===== config.mk =====
export PLATFORM = sky130hd
export DESIGN_NAME = my_matrix_multiplier_example_loop_sequencer
export DESIGN_NICKNAME = d
export VERILOG_FILES = /design/src/rtl/my_matrix_multiplier_example_pkg.sv /design/src/rtl/my_matrix_multiplier_example_wrap_counter.sv /design/src/rtl/my_matrix_multiplier_example_loop_sequencer.sv
export SDC_FILE = /design/constraint.sdc
export NUM_CORES = 1
export LEC_CHECK = 0
export CORE_MARGIN = 1.5
export CORE_UTILIZATION = 50
export CTS_CLUSTER_DIAMETER = 200
export DETAILED_ROUTE_END_ITERATION = 6
export GPL_TIMING_DRIVEN = 0
export PLACE_DENSITY = 0.84
export SLEW_MARGIN = 30
export SYNTH_ARGS = -nofsm -noshare
export SYNTH_HDL_FRONTEND = slang
export SYNTH_SLANG_ARGS = --single-unit

===== constraint.sdc =====
create_clock -name clk -period 2.2 [get_ports clk]
set_clock_uncertainty 0.1 [all_clocks]
set_input_delay 0.44 -clock clk [delete_from_list [all_inputs] [get_ports clk]]
set_output_delay 0.44 -clock clk [all_outputs]
set_load 0.02 [all_outputs]

===== src/rtl/my_matrix_multiplier_example_pkg.sv =====
// Shared types and sizing helpers for the matrix multiplier loop sequencer.
// Holds the FSM state enum, the default dimension width and the beat layout.
package my_matrix_multiplier_example_pkg;

   localparam int C_DIM_WIDTH_DEFAULT = 8;

   typedef enum logic [1:0] {
      IDLE,
      RUN,
      DONE
   } state_t;

   // Offsets must hold up to (2^W-1)^2 - 1, hence twice the dimension width.
   function automatic int off_width(input int dim_width);
      return 2 * dim_width;
   endfunction

   typedef struct packed {
      logic [C_DIM_WIDTH_DEFAULT-1:0]   i;
      logic [C_DIM_WIDTH_DEFAULT-1:0]   j;
      logic [C_DIM_WIDTH_DEFAULT-1:0]   k;
      logic [2*C_DIM_WIDTH_DEFAULT-1:0] a_off;
      logic [2*C_DIM_WIDTH_DEFAULT-1:0] b_off;
      logic [2*C_DIM_WIDTH_DEFAULT-1:0] c_off;
      logic                             first_k;
      logic                             last_k;
   } beat_t;

endpackage


===== src/rtl/my_matrix_multiplier_example_wrap_counter.sv =====
// Loadable up-counter that wraps to zero after reaching a terminal value.
// Cascaded instances form the i/j/k loop nest of the sequencer.
module my_matrix_multiplier_example_wrap_counter #(
   parameter int W = 8
) (
   input  logic         clk,
   input  logic         rst,
   input  logic         load,
   input  logic [W-1:0] load_val,
   input  logic         en,
   input  logic [W-1:0] term,
   output logic [W-1:0] count,
   output logic         is_last,
   output logic         wrap
);

   assign is_last = (count == term);
   assign wrap    = en & is_last;

   always_ff @(posedge clk) begin
      if (rst) begin
         count <= '0;
      end else if (load) begin
         count <= load_val;
      end else if (en) begin
         count <= is_last ? '0 : count + 1'b1;
      end
   end

endmodule


===== src/rtl/my_matrix_multiplier_example_loop_sequencer.sv =====
// Walks the (i,j,k) loop nest of C = A*B, one index beat per handshake,
// with incrementally maintained A/B/C element offsets and accumulate flags.
module my_matrix_multiplier_example_loop_sequencer
   import my_matrix_multiplier_example_pkg::*;
#(
   parameter int C_DIM_WIDTH = C_DIM_WIDTH_DEFAULT,
   parameter int C_OFF_WIDTH = off_width(C_DIM_WIDTH)
) (
   input  logic                   clk,
   input  logic                   rst,
   input  logic                   start,
   input  logic [C_DIM_WIDTH-1:0] dim_m,
   input  logic [C_DIM_WIDTH-1:0] dim_n,
   input  logic [C_DIM_WIDTH-1:0] dim_k,
   output logic                   busy,
   output logic                   done,
   output logic                   beat_valid,
   input  logic                   beat_ready,
   output logic [C_DIM_WIDTH-1:0] beat_i,
   output logic [C_DIM_WIDTH-1:0] beat_j,
   output logic [C_DIM_WIDTH-1:0] beat_k,
   output logic [C_OFF_WIDTH-1:0] beat_a_off,
   output logic [C_OFF_WIDTH-1:0] beat_b_off,
   output logic [C_OFF_WIDTH-1:0] beat_c_off,
   output logic                   beat_first_k,
   output logic                   beat_last_k
);

   localparam int DW = C_DIM_WIDTH;
   localparam int OW = C_OFF_WIDTH;

   state_t state, state_next;

   logic [DW-1:0] m_term, n_term, k_term;
   logic [OW-1:0] n_step, k_step, row_base;
   logic          hs, load, dims_zero;
   logic          i_last, j_last, k_last;
   logic          i_wrap, j_wrap, k_wrap;

   assign hs        = beat_valid & beat_ready;
   assign load      = (state == IDLE) & start;
   assign dims_zero = (dim_m == '0) | (dim_n == '0) | (dim_k == '0);

   // k is innermost: each outer level only steps when every inner level wraps.
   my_matrix_multiplier_example_wrap_counter #(.W(DW)) u_k_cnt (
      .clk(clk), .rst(rst), .load(load), .load_val('0), .en(hs),
      .term(k_term), .count(beat_k), .is_last(k_last), .wrap(k_wrap)
   );

   my_matrix_multiplier_example_wrap_counter #(.W(DW)) u_j_cnt (
      .clk(clk), .rst(rst), .load(load), .load_val('0), .en(k_wrap),
      .term(n_term), .count(beat_j), .is_last(j_last), .wrap(j_wrap)
   );

   my_matrix_multiplier_example_wrap_counter #(.W(DW)) u_i_cnt (
      .clk(clk), .rst(rst), .load(load), .load_val('0), .en(j_wrap),
      .term(m_term), .count(beat_i), .is_last(i_last), .wrap(i_wrap)
   );

   always_comb begin
      state_next = state;
      case (state)
         IDLE: if (start) state_next = dims_zero ? DONE : RUN;
         RUN:  if (i_wrap) state_next = DONE;
         DONE: state_next = IDLE;
         default: state_next = IDLE;
      endcase
   end

   always_ff @(posedge clk) begin
      if (rst) begin
         state      <= IDLE;
         busy       <= 1'b0;
         done       <= 1'b0;
         beat_valid <= 1'b0;
      end else begin
         state      <= state_next;
         busy       <= (state_next != IDLE);
         done       <= (state_next == DONE);
         beat_valid <= (state_next == RUN);
      end
   end

   // Offsets advance by adds only; row_base remembers i*K for the a_off rewind.
   always_ff @(posedge clk) begin
      if (rst) begin
         m_term     <= '0;
         n_term     <= '0;
         k_term     <= '0;
         n_step     <= '0;
         k_step     <= '0;
         row_base   <= '0;
         beat_a_off <= '0;
         beat_b_off <= '0;
         beat_c_off <= '0;
      end else if (load) begin
         m_term     <= dim_m - 1'b1;
         n_term     <= dim_n - 1'b1;
         k_term     <= dim_k - 1'b1;
         n_step     <= OW'(dim_n);
         k_step     <= OW'(dim_k);
         row_base   <= '0;
         beat_a_off <= '0;
         beat_b_off <= '0;
         beat_c_off <= '0;
      end else if (hs) begin
         if (!k_last) begin
            beat_a_off <= beat_a_off + 1'b1;
            beat_b_off <= beat_b_off + n_step;
         end else if (!j_last) begin
            beat_a_off <= row_base;
            beat_b_off <= OW'(beat_j) + OW'(1);
            beat_c_off <= beat_c_off + 1'b1;
         end else if (!i_last) begin
            row_base   <= row_base + k_step;
            beat_a_off <= row_base + k_step;
            beat_b_off <= '0;
            beat_c_off <= beat_c_off + 1'b1;
         end else begin
            row_base   <= '0;
            beat_a_off <= '0;
            beat_b_off <= '0;
            beat_c_off <= '0;
         end
      end
   end

   assign beat_first_k = beat_valid & (beat_k == '0);
   assign beat_last_k  = beat_valid & k_last;

endmodule

## Word level (Yosys, flattened, before mapping)

Cells that the tools add are included.

| storage, ports and cells | value |
|---|---|
| flip-flop bits (word level) | 133 |
| bits of input ports | 28 |
| output and inout bits | 77 |
| logic and storage cells | 64 |

| cells by class | value |
|---|---|
| $add $sub $neg | 11 |
| equal/unequal tests | 6 |
| mux-type cells | 14 |
| bitwise logic cells | 9 |
| reduce and logical (&&, ||, !) cells | 8 |

Operators by type and width:

| operator | number |
|---|---|
| 2-to-1 mux 16 bit | 6 |
| adder 16 x 1 -> 16 bit (second input constant) | 2 |
| adder 16 x 8 -> 16 bit | 2 |
| logical NOT 8 bit | 4 |
| adder 8 x 1 -> 8 bit (second input constant) | 3 |
| equality test 8 bit | 3 |
| 2-to-1 mux 8 bit | 3 |
| subtractor 8 x 1 -> 8 bit (second input constant) | 3 |
| adder 8 x 1 -> 9 bit (second input constant) | 1 |
| 2-to-1 mux 9 bit | 1 |
| AND 1 bit | 7 |
| 2-to-1 mux 2 bit | 3 |
| equality test 2 x 1 -> 1 bit (second input constant) | 2 |
| one-hot mux 2 bit (2 select lines) | 1 |
| equality test 2 bit (second input constant) | 1 |
| logical NOT 2 bit | 1 |
| bitwise OR 1 bit | 2 |
| AND reduction 2 bit | 1 |
| nonzero test 2 bit | 1 |
| OR reduction 2 bit | 1 |

## Depth between registers and ports, before layout

Gate-level depths: netlist of the first run.

| logic depth | value |
|---|---|
| depth after elaboration | 7 |
| mapped depth | 9 |

## Cells and area by module

From an unflattened synthesis of the first run, not the netlist that was laid out.

| second synthesis, totals | value |
|---|---|
| cell total of the unflattened synthesis | 966 |
| area, all modules | 7785.0 sq um |

By module, submodules not included:

| module | instances | cells each | area each (sq um) | seq. area each (sq um) |
|---|---|---|---|---|
| my_matrix_multiplier_example_loop_sequencer | 1 | 741 | 5855.6 | 2182.1 |
| my_matrix_multiplier_example_wrap_counter | 3 | 75 | 643.1 | 160.2 |

## Least setup slack after synthesis of the first run

Ideal clock, no wire load.

| timing path | value |
|---|---|
| path kind | flip-flop to flip-flop |
| from | register row_base[0] |
| to | register row_base[10] |
| library setup time | 74 ps |
| arrival | 2171 ps |
| data required time | 2026 ps |
| slack | -146 ps |
| stages on the path, launching flop included | 10 |
| path buffers | 0 |
| path through | dfxtp_1 ha_1 inv_1 fa_1 nor2b_1 o31ai_1 a21oi_1 nand2_1 or4_1 a31oi_1 |

| between the ends | value |
|---|---|
| cells in the longest elaborated chain, start to end | 3 |

RTL lines:

| item | RTL line | RTL |
|---|---|---|
| from (decl) | my_matrix_multiplier_example_loop_sequencer.sv:35 | `logic [OW-1:0] n_step, k_step, row_base;` |
| from (signal assigned) | my_matrix_multiplier_example_loop_sequencer.sv:115 | `row_base <= row_base + k_step;` |
| adder 16 x 8 -> 16 bit | my_matrix_multiplier_example_loop_sequencer.sv:115 |  |
| 2-to-1 mux 16 bit | my_matrix_multiplier_example_loop_sequencer.sv:114 | `end else if (!i_last) begin` |
| 2-to-1 mux 16 bit | n/a |  |

Every way passes these cells.
A chain may end at the register's enable or synchronous reset.

## Final worst setup path of the first run

| timing path | value |
|---|---|
| from | register k_step[1] |
| to | register row_base[10] |

| between the ends | value |
|---|---|
| cells in the longest elaborated chain, start to end | 3 |

RTL lines:

| item | RTL line | RTL |
|---|---|---|
| from (decl) | my_matrix_multiplier_example_loop_sequencer.sv:35 |  |
| from (signal assigned) | my_matrix_multiplier_example_loop_sequencer.sv:101 | `k_step <= OW'(dim_k);` |
| adder 16 x 8 -> 16 bit | my_matrix_multiplier_example_loop_sequencer.sv:115 |  |
| 2-to-1 mux 16 bit | my_matrix_multiplier_example_loop_sequencer.sv:114 |  |
| 2-to-1 mux 16 bit | n/a |  |

Every way passes these cells.

==> run metrics, run 1 <==
register area share after synthesis 0.3679; CTS root buffer clkbuf_16; Die Width 123.3 um; number of global-route vias before repair 6,832; crit-path max FO 5; simple-gate portion of the synthesized area 0.2389; Final #Nets 1,081; Vias/cell 6.344; Layout Utilization 0.7089; GPL Wtd Cong 0.9392; R2R depth 8; Setup WS post-layout -200.0 ps; endpoints failing hold 0; num ports 105; sequential share of power 0.394; final setup vio count 24; pre-CTS WS -681.4 ps; Maximum Capacitance Violations 0; Startpoint Class register; IR drop worst, VDD 0.5660 mV; number of port buffers 104; grt ovf 0; Area Overhead vs Synth 37.03%; core area 0.01399 mm^2; main combinational cell family by area after synthesis simple AND/OR/NAND/NOR gates; first-pass GRT wire length 35,600 um; largest net degree at the start of global routing 17; max-slew violation count 0; f_max 0.4167 GHz; mux share of post-synthesis cell area 0.002766; Crit. End Element register; Clock power frac 0.456; number of nets still failing antenna checks after routing 0; hold endpoint n_step[4]; synthesized area per cell 8.347 um^2; period utilization 1.091; power density over cell area 651.7 mW/mm^2; combinational fraction of design power 0.150; Hold Startpoint dim_n[4]; Arr. time, crit path 2650 ps; Sw Share 0.2742; reg2reg start k_step[1]; Clock Path Buffers 2; hold depth 3; dpl hpwl 15,470 um; relative slew slack 0.5430; Compound-Gate Fraction of Synth Area 0.1988; # clock sinks 133; P_int 0.004690 W; Leakage Power 3.558 nW; Initial DRT Pass Iterations 7; gr usage total 0.3045; run status finished, violations left; Post-route DRC 0; Mapped Cells 867; FF-to-FF End row_base[10]; TritonCTS clock tree done; total power 0.006462 W; Mapped Nets 925; synth warn 0; Die ar. 0.01520 mm^2; Yosys reg bits 133; Clock transition at path regs 60 ps; Post-synth EDFFs 0; switching pwr 0.001772 W; Routed WL 24,450 um; Die Ht 123.3 um; Post-Synth Adder-Cell Area 0.05394; initial antenna violation count 0; failing checks setup timing; CTS H-tree depth 4; routed len/inst 20.11 um; Initial Util 0.5174; Starting DRT DRC Count 992; Post-synth top flop dfxtp_1; FP Rows 43; Reg2Reg Setup Slack -200 ps; worst-skew pair later-pin latency 430 ps; Netlist cell types 66; RSZ-0062 raised after global routing yes; diodes inserted 0; Hold Path Class input port to register; post-layout min period 2400 ps; mapped cell area 0.007237 mm^2; CTS hold repair buffers 0; Vias 7,714; Worst-Margin Slew 685.5 ps; WP data required 2450 ps; critical path class register to register; total CTS buffers 17; Synth Area in XOR/XNOR 0.1029; share of cells above drive strength 1 0.1757; asr flop ratio synth 0
cell usage in the layout (no fill, tap or decap), types with 12 or more instances in the layout:
cell / n
a211oi_1: 23
a21o_1: 13
a21oi_1: 59
and3_1: 18
buf_4: 35
buf_6: 14
clkbuf_1: 18
clkbuf_16: 17
clkdlybuf4s50_1: 100
dfxtp_1: 107
dfxtp_2: 14
dfxtp_4: 12
ha_1: 23
inv_1: 17
nand2_1: 81
nand3_1: 29
nand4_1: 20
nor2_1: 91
nor3_1: 14
o21ai_0: 24
xnor2_1: 50
xor2_1: 31
cell usage after synthesis (10+ instances only):
master | number | share of area
o21ai_0 | 33 | 0.023
dfxtp_1 | 133 | 0.37
a31oi_1 | 10 | 0.0086
inv_1 | 18 | 0.0093
buf_2 | 12 | 0.0083
nand3_1 | 31 | 0.021
nand4_1 | 20 | 0.017
a21oi_1 | 63 | 0.044
xor2_1 | 34 | 0.041
clkbuf_1 | 24 | 0.012
xnor2_1 | 51 | 0.062
and3_1 | 18 | 0.016
nor4_1 | 10 | 0.0086
a211oi_1 | 25 | 0.026
nor3_1 | 16 | 0.011
nor2_1 | 94 | 0.049
a21o_1 | 13 | 0.013
or3_1 | 10 | 0.0086
ha_1 | 28 | 0.048
nand2_1 | 86 | 0.045
layout make-up:
cell class	count	area [um^2]
multi-input cells	675	4705
fillers	972	4071
flip-flops and latches	133	2725
repair buffers	139	1311
clock buffers	20	456.7
plain buffers	39	274.0
well taps	180	225.2
clock inverters	12	152.6
inverters	18	67.56
critical path, stage by stage, from the launching register on:
cell,delay [ps]
dfxtp_1,430
inv_1,100
fa_2,440
nor2b_4,160
o31ai_2,80
a21oi_2,280
nand2_2,150
or4_1,440
a31oi_1,150
kinds of logic (layout without fill, tap and decap cells):
logic type      count (synthesis)  after routing
simple gates                  343            343
compound gates                215            215
flops                         133            133
xor+xnor                       85             85
buf+inv                        59            228
fa+ha+maj                      30             30
mux                             2              2
how the worst max path moves through the flow:
stage / from / end / cells past startpoint
6_report: k_step[1] / row_base[10] / 8
4_1_cts: row_base[0] / beat_a_off[6] / 10
3_5_place_dp: start / row_base[8] / 9
5_1_grt: k_step[1] / row_base[10] / 8
2_1_floorplan: row_base[0] / row_base[10] / 9
3_3_place_gp: start / row_base[8] / 9
power by group through the flow:
stage	combinational (W)	sequential, W	clock (W)
floorplan	0.000458	0.00258	0
global placement	0.000717	0.00260	0
detailed placement	0.000729	0.00260	0
CTS	0.000818	0.00255	0.00294
global route	0.00102	0.00255	0.00306
finish	0.000972	0.00254	0.00295
state kept, by name, summed over array words and instances, names as in the netlist:
signal,flops
n_step,8
beat_c_off,16
u_k_cnt.count,8
row_base,16
beat_valid,1
beat_a_off,16
u_j_cnt.count,8
u_i_cnt.count,8
m_term,8
k_term,8
state,2
k_step,8
busy,1
n_term,8
beat_b_off,16
done,1
timing repair:
action	in CTS	in global routing
hold endpoints to repair	0	0
gates resized for setup	74	99
endpoints found under the setup margin	90	114
pin swaps	23	28
setup buffers	16	19
metal layers:
metal  vias to the layer above  track usage  share of wire
met1                      3564       0.3972           0.40
met4                         0       0.1408          0.046
li1                       3472            -              -
met3                       121      0.05996           0.10
met2                       557       0.4868           0.45
met5                         -            0              0
metrics by stage:
step                      hold WS (ps)  std cells  setup TNS [ps]  cell area (um^2)
after floorplan                  340.0        867          -53.02              7252
after global placement           363.4       1151          -47030              8518
after detailed placement         369.0       1151          -44810              8518
after CTS                        351.9       1198          -269.0              9459
after global routing             377.8       1216           -3635              9917
final                            362.7       1216           -1395              9917
No activity file was read; power rests on OpenSTA's default activity.
==> inputs of run 2 (changes only) <==
Settings changed: CTS_CLUSTER_SIZE from default to 28, GPL_ROUTABILITY_DRIVEN from default to 0, HOLD_SLACK_MARGIN from default to 0.03.
==> run metrics, run 2 (synthesis gave the netlist of run 1 again) <==
run status finished, violations left; failing checks setup timing; Maximum Capacitance Violations 0; WP data required 2430 ps; routed len/inst 22.37 um; P_int 0.004923 W; Vias/cell 6.688; Worst-Margin Slew 668.8 ps; Starting DRT DRC Count 1,187; RSZ-0062 raised after global routing yes; Post-Layout Cell Count 1,219; pre-CTS WS -662.8 ps; commonest non-fill, non-tap cells in the layout dfxtp_1 (103), clkdlybuf4s50_1 (100), nor2_1 (91), nand2_1 (82), a21oi_1 (60); max-slew violation count 0; Clock transition at path regs 60 ps; total CTS buffers 17; critical path class register to register; diodes inserted 0; Startpoint Class register; Routed WL 27,270 um; Initial Util 0.5174; final setup vio count 63; TNS Setup -4597 ps; Die Ht 123.3 um; worst-skew pair later-pin latency 440 ps; first-pass GRT wire length 36,390 um; dpl hpwl 15,530 um; CTS H-tree depth 4; Die ar. 0.01520 mm^2; Hold Path Class input port to register; Area Overhead vs Synth 39.35%; Clock power frac 0.466; largest net degree at the start of global routing 17; commonest non-fill, non-tap cell in the layout dfxtp_1; core area 0.01399 mm^2; Arr. time, crit path 2590 ps; number of global-route vias before repair 7,073; FP Rows 43; Leakage Power 3.626 nW; Placed Cells incl. Taps 1,151; number of nets still failing antenna checks after routing 0; grt ovf 0; post-layout min period 2364 ps; Vias 8,153; # clock sinks 133; TritonCTS clock tree done; Clock Path Buffers 2; sequential share of power 0.380; switching pwr 0.001807 W; power density over cell area 667.4 mW/mm^2; Post-route DRC 0; initial antenna violation count 0; endpoints failing hold 0; Setup WS post-layout -163.9 ps; crit-path max FO 8; number of port buffers 104; Die Width 123.3 um; CTS hold repair buffers 0; Crit. End Element register; Initial DRT Pass Iterations 6; combinational fraction of design power 0.154; share of cells above drive strength 1 0.1906; period utilization 1.074; gr usage total 0.3112; Sw Share 0.2685; IR drop worst, VDD 0.7297 mV; relative slew slack 0.5541; WHS 359.2 ps; num ports 105; f_max 0.4230 GHz; Final #Nets 1,084; CTS root buffer clkbuf_16
## run 2: layout make-up
cell class	instances	area, um^2
Timing Repair Buffer	142	1368
Inverter	18	70.07
Fill cell	910	3904
Clock inverter	8	143.9
Tap cell	180	225.2
Clock buffer	24	501.7
Sequential cell	133	2725
Multi-Input combinational cell	675	4780
Buffer	39	271.5
## run 2: per-stage QoR
stage          cell area (um^2)  power (W)  utilization
2_1_floorplan              7252   0.003042            -
3_3_place_gp               8518   0.003312       0.6089
3_5_place_dp               8518   0.003331       0.6089
4_1_cts                    9549   0.006493       0.6826
5_1_grt                   10080   0.006870       0.7209
6_report                  10080   0.006731       0.7209
## run 2: final timing paths
kind	from	to	cells after the start	slack [ps]
hold / removal	dim_n[4]	n_step[4]	3	360
hold reg to reg	k_step[3]	k_step[3]	2	380
setup reg to reg	u_j_cnt.count[4]	beat_c_off[13]	9	-160
setup / recovery	u_j_cnt.count[4]	beat_c_off[13]	9	-160
## run 2: critical path: stages (launching register included)
cell and delay, ps:
dfxtp_4 370, xnor2_1 250, nand4_1 210, buf_6 200, or2_0 220, buf_6 160, o311ai_4 300, buf_6 170
o21ai_0 80, a21o_1 180
## run 2: power by group through the flow
stage	Sequential (W)	Clock [W]	Combinational (W)
finish	0.00255	0.00314	0.00104
detailed placement	0.00260	0	0.000732
global route	0.00256	0.00323	0.00109
floorplan	0.00258	0	0.000458
CTS	0.00255	0.00310	0.000847
global placement	0.00260	0	0.000716
## run 2: metal layers
| metal | up-vias | part of all wire | global-route usage |
|---|---|---|---|
| met5 | - | 0 | 0 |
| met4 | 0 | 0.073 | 0.1695 |
| met3 | 217 | 0.12 | 0.06365 |
| met2 | 764 | 0.45 | 0.4854 |
| met1 | 3704 | 0.36 | 0.4040 |
| li1 | 3468 | - | - |
## run 2: what timing repair did
| item | in CTS | in global routing |
|---|---|---|
| setup buffers | 22 | 15 |
| setup endpoints to repair | 92 | 88 |
| pin swaps | 22 | 34 |
| gates cloned | 0 | 1 |
| resized for setup | 75 | 109 |
==> inputs of run 3 (changes only) <==
Settings changed: CORE_ASPECT_RATIO from default to 0.7.
==> run metrics, run 3 (synthesis gave the netlist of run 1 again) <==
f_max 0.4080 GHz; Hold Startpoint dim_n[2]; Post-route DRC 0; switching pwr 0.001874 W; Die Width 146.8 um; period utilization 1.114; worst-skew pair later-pin latency 430 ps; pre-CTS WS -685.4 ps; num ports 105; # clock sinks 133; Setup WS post-layout -250.7 ps; critical path class register to register; Clock Path Buffers 2; Vias 8,218; dpl hpwl 16,110 um; power density over cell area 675.9 mW/mm^2; diodes inserted 0; IR drop worst, VDD 0.4698 mV; Area Overhead vs Synth 40.44%; Vias/cell 6.638; Startpoint Class register; largest net degree at the start of global routing 17; Final #Nets 1,093; Die Ht 103.7 um; RSZ-0062 raised after global routing yes; core area 0.01401 mm^2; Clock power frac 0.475; routed len/inst 22.52 um; Critical Path Slowest Stage Cell or4_4; Clock transition at path regs 60 ps; WHS 283.9 ps; Layout Utilization 0.7255; commonest non-fill, non-tap cell in the layout dfxtp_1; Worst-Margin Slew 675.0 ps; Initial DRT Pass Iterations 6; endpoints failing hold 0; Sw Share 0.2728; number of nets still failing antenna checks after routing 0; WP buf/inv 2; final setup vio count 37; relative slew slack 0.5500; gr usage total 0.3165; Arr. time, crit path 2700 ps; grt ovf 0; share of cells above drive strength 1 0.1994; Routed WL 27,890 um; crit-path max FO 5; Critical Path Source row_base[0]; Fillers 912; TritonCTS clock tree done; CTS root buffer clkbuf_16; first-pass GRT wire length 38,220 um; Leakage Power 3.688 nW; P_int 0.004995 W; critical path cell sequence ha_4 -> inv_2 -> fa_2 -> nor2b_4 -> o31ai_2 -> a21oi_2 -> buf_6 -> nand2_8 -> or4_4 -> a31oi_4; commonest non-fill, non-tap cells in the layout dfxtp_1 (102), clkdlybuf4s50_1 (98), nor2_1 (91), nand2_1 (81), a21oi_1 (60); FP Rows 36; combinational fraction of design power 0.153; Crit. End Element register; Hold Path Class input port to register; Maximum Capacitance Violations 0; reg2reg start row_base[0]; CTS H-tree depth 4; cell family with most CP delay simple AND/OR/NAND/NOR gates; sequential share of power 0.372; Initial Util 0.5166; post-layout min period 2451 ps; Post-Layout Cell Count 1,238; number of global-route vias before repair 7,323; max-slew violation count 0; WP data required 2450 ps; Starting DRT DRC Count 1,208; total CTS buffers 17; total power 0.006870 W; failing checks setup timing; run status finished, violations left; Die ar. 0.01522 mm^2; initial antenna violation count 0; number of port buffers 104; CP max stage delay 450 ps; Placed Cells incl. Taps 1,161
## run 3: cell types whose count changed in the layout (fill, tap and decap cells not counted), sizes merged
cell | before | now
clkinvlp | 0 | 2
clkdlybuf4s50 | 100 | 98
clkinv | 4 | 6
dlygate4sd2 | 2 | 3
bufinv | 4 | 6
dlymetal6s2s | 0 | 1
buf | 53 | 62
clkbuf | 50 | 44
## run 3: stage by stage
stage               setup TNS (ps)  cell area, um^2
floorplan                   -53.02             7252
global placement            -46220             8531
detailed placement          -51740             8531
CTS                         -23.66             9610
global route                 -5035            10160
finish                       -2712            10160
## run 3: power groups by stage
stage	logic, W	registers, W	clock network (W)
after floorplan	0.000458	0.00258	0
after global placement	0.000719	0.00260	0
after detailed placement	0.000738	0.00260	0
after CTS	0.000856	0.00255	0.00322
after global routing	0.00109	0.00255	0.00334
final	0.00105	0.00255	0.00326
## run 3: area by class of cell
cell class / count / area (um^2) / area share
clock buffers: 18 / 429.2 / 0.04223
repair buffers: 151 / 1415 / 0.1392
plain buffers: 39 / 282.8 / 0.02782
multi-input cells: 675 / 4762 / 0.4685
flip-flops and latches: 133 / 2736 / 0.2692
well taps: 190 / 237.7 / 0.02339
inverters: 18 / 67.56 / 0.006648
clock inverters: 14 / 232.7 / 0.02290
## run 3: timing repair
item / 4_1_cts / 5_1_grt
setup endpoints to repair: 93 / 111
cloned: 0 / 1
gates resized for setup: 87 / 111
pin swaps: 25 / 47
hold buffers: 0 / 0
setup buffers: 23 / 24
## run 3: per-layer routing
metal,GRT usage,vias to the layer above,part of all wire
li1,-,3487,-
met1,0.4269,3796,0.39
met2,0.4761,739,0.43
met3,0.08899,196,0.13
met4,0.1263,0,0.056
met5,0,-,0
## run 3: worst min-delay path: cells and delay by family
kind,cells,cell delay (ps)
simple gates,1,90
compound gates,1,50
buf+inv,1,190
## run 3: worst paths after layout
path | slack, ps | depth (start not counted) | endpoint
max | -250 | 10 | row_base[10]
min | 280 | 3 | n_step[2]
max reg2reg | -250 | 10 | row_base[10]
min reg2reg | 390 | 2 | k_step[6]
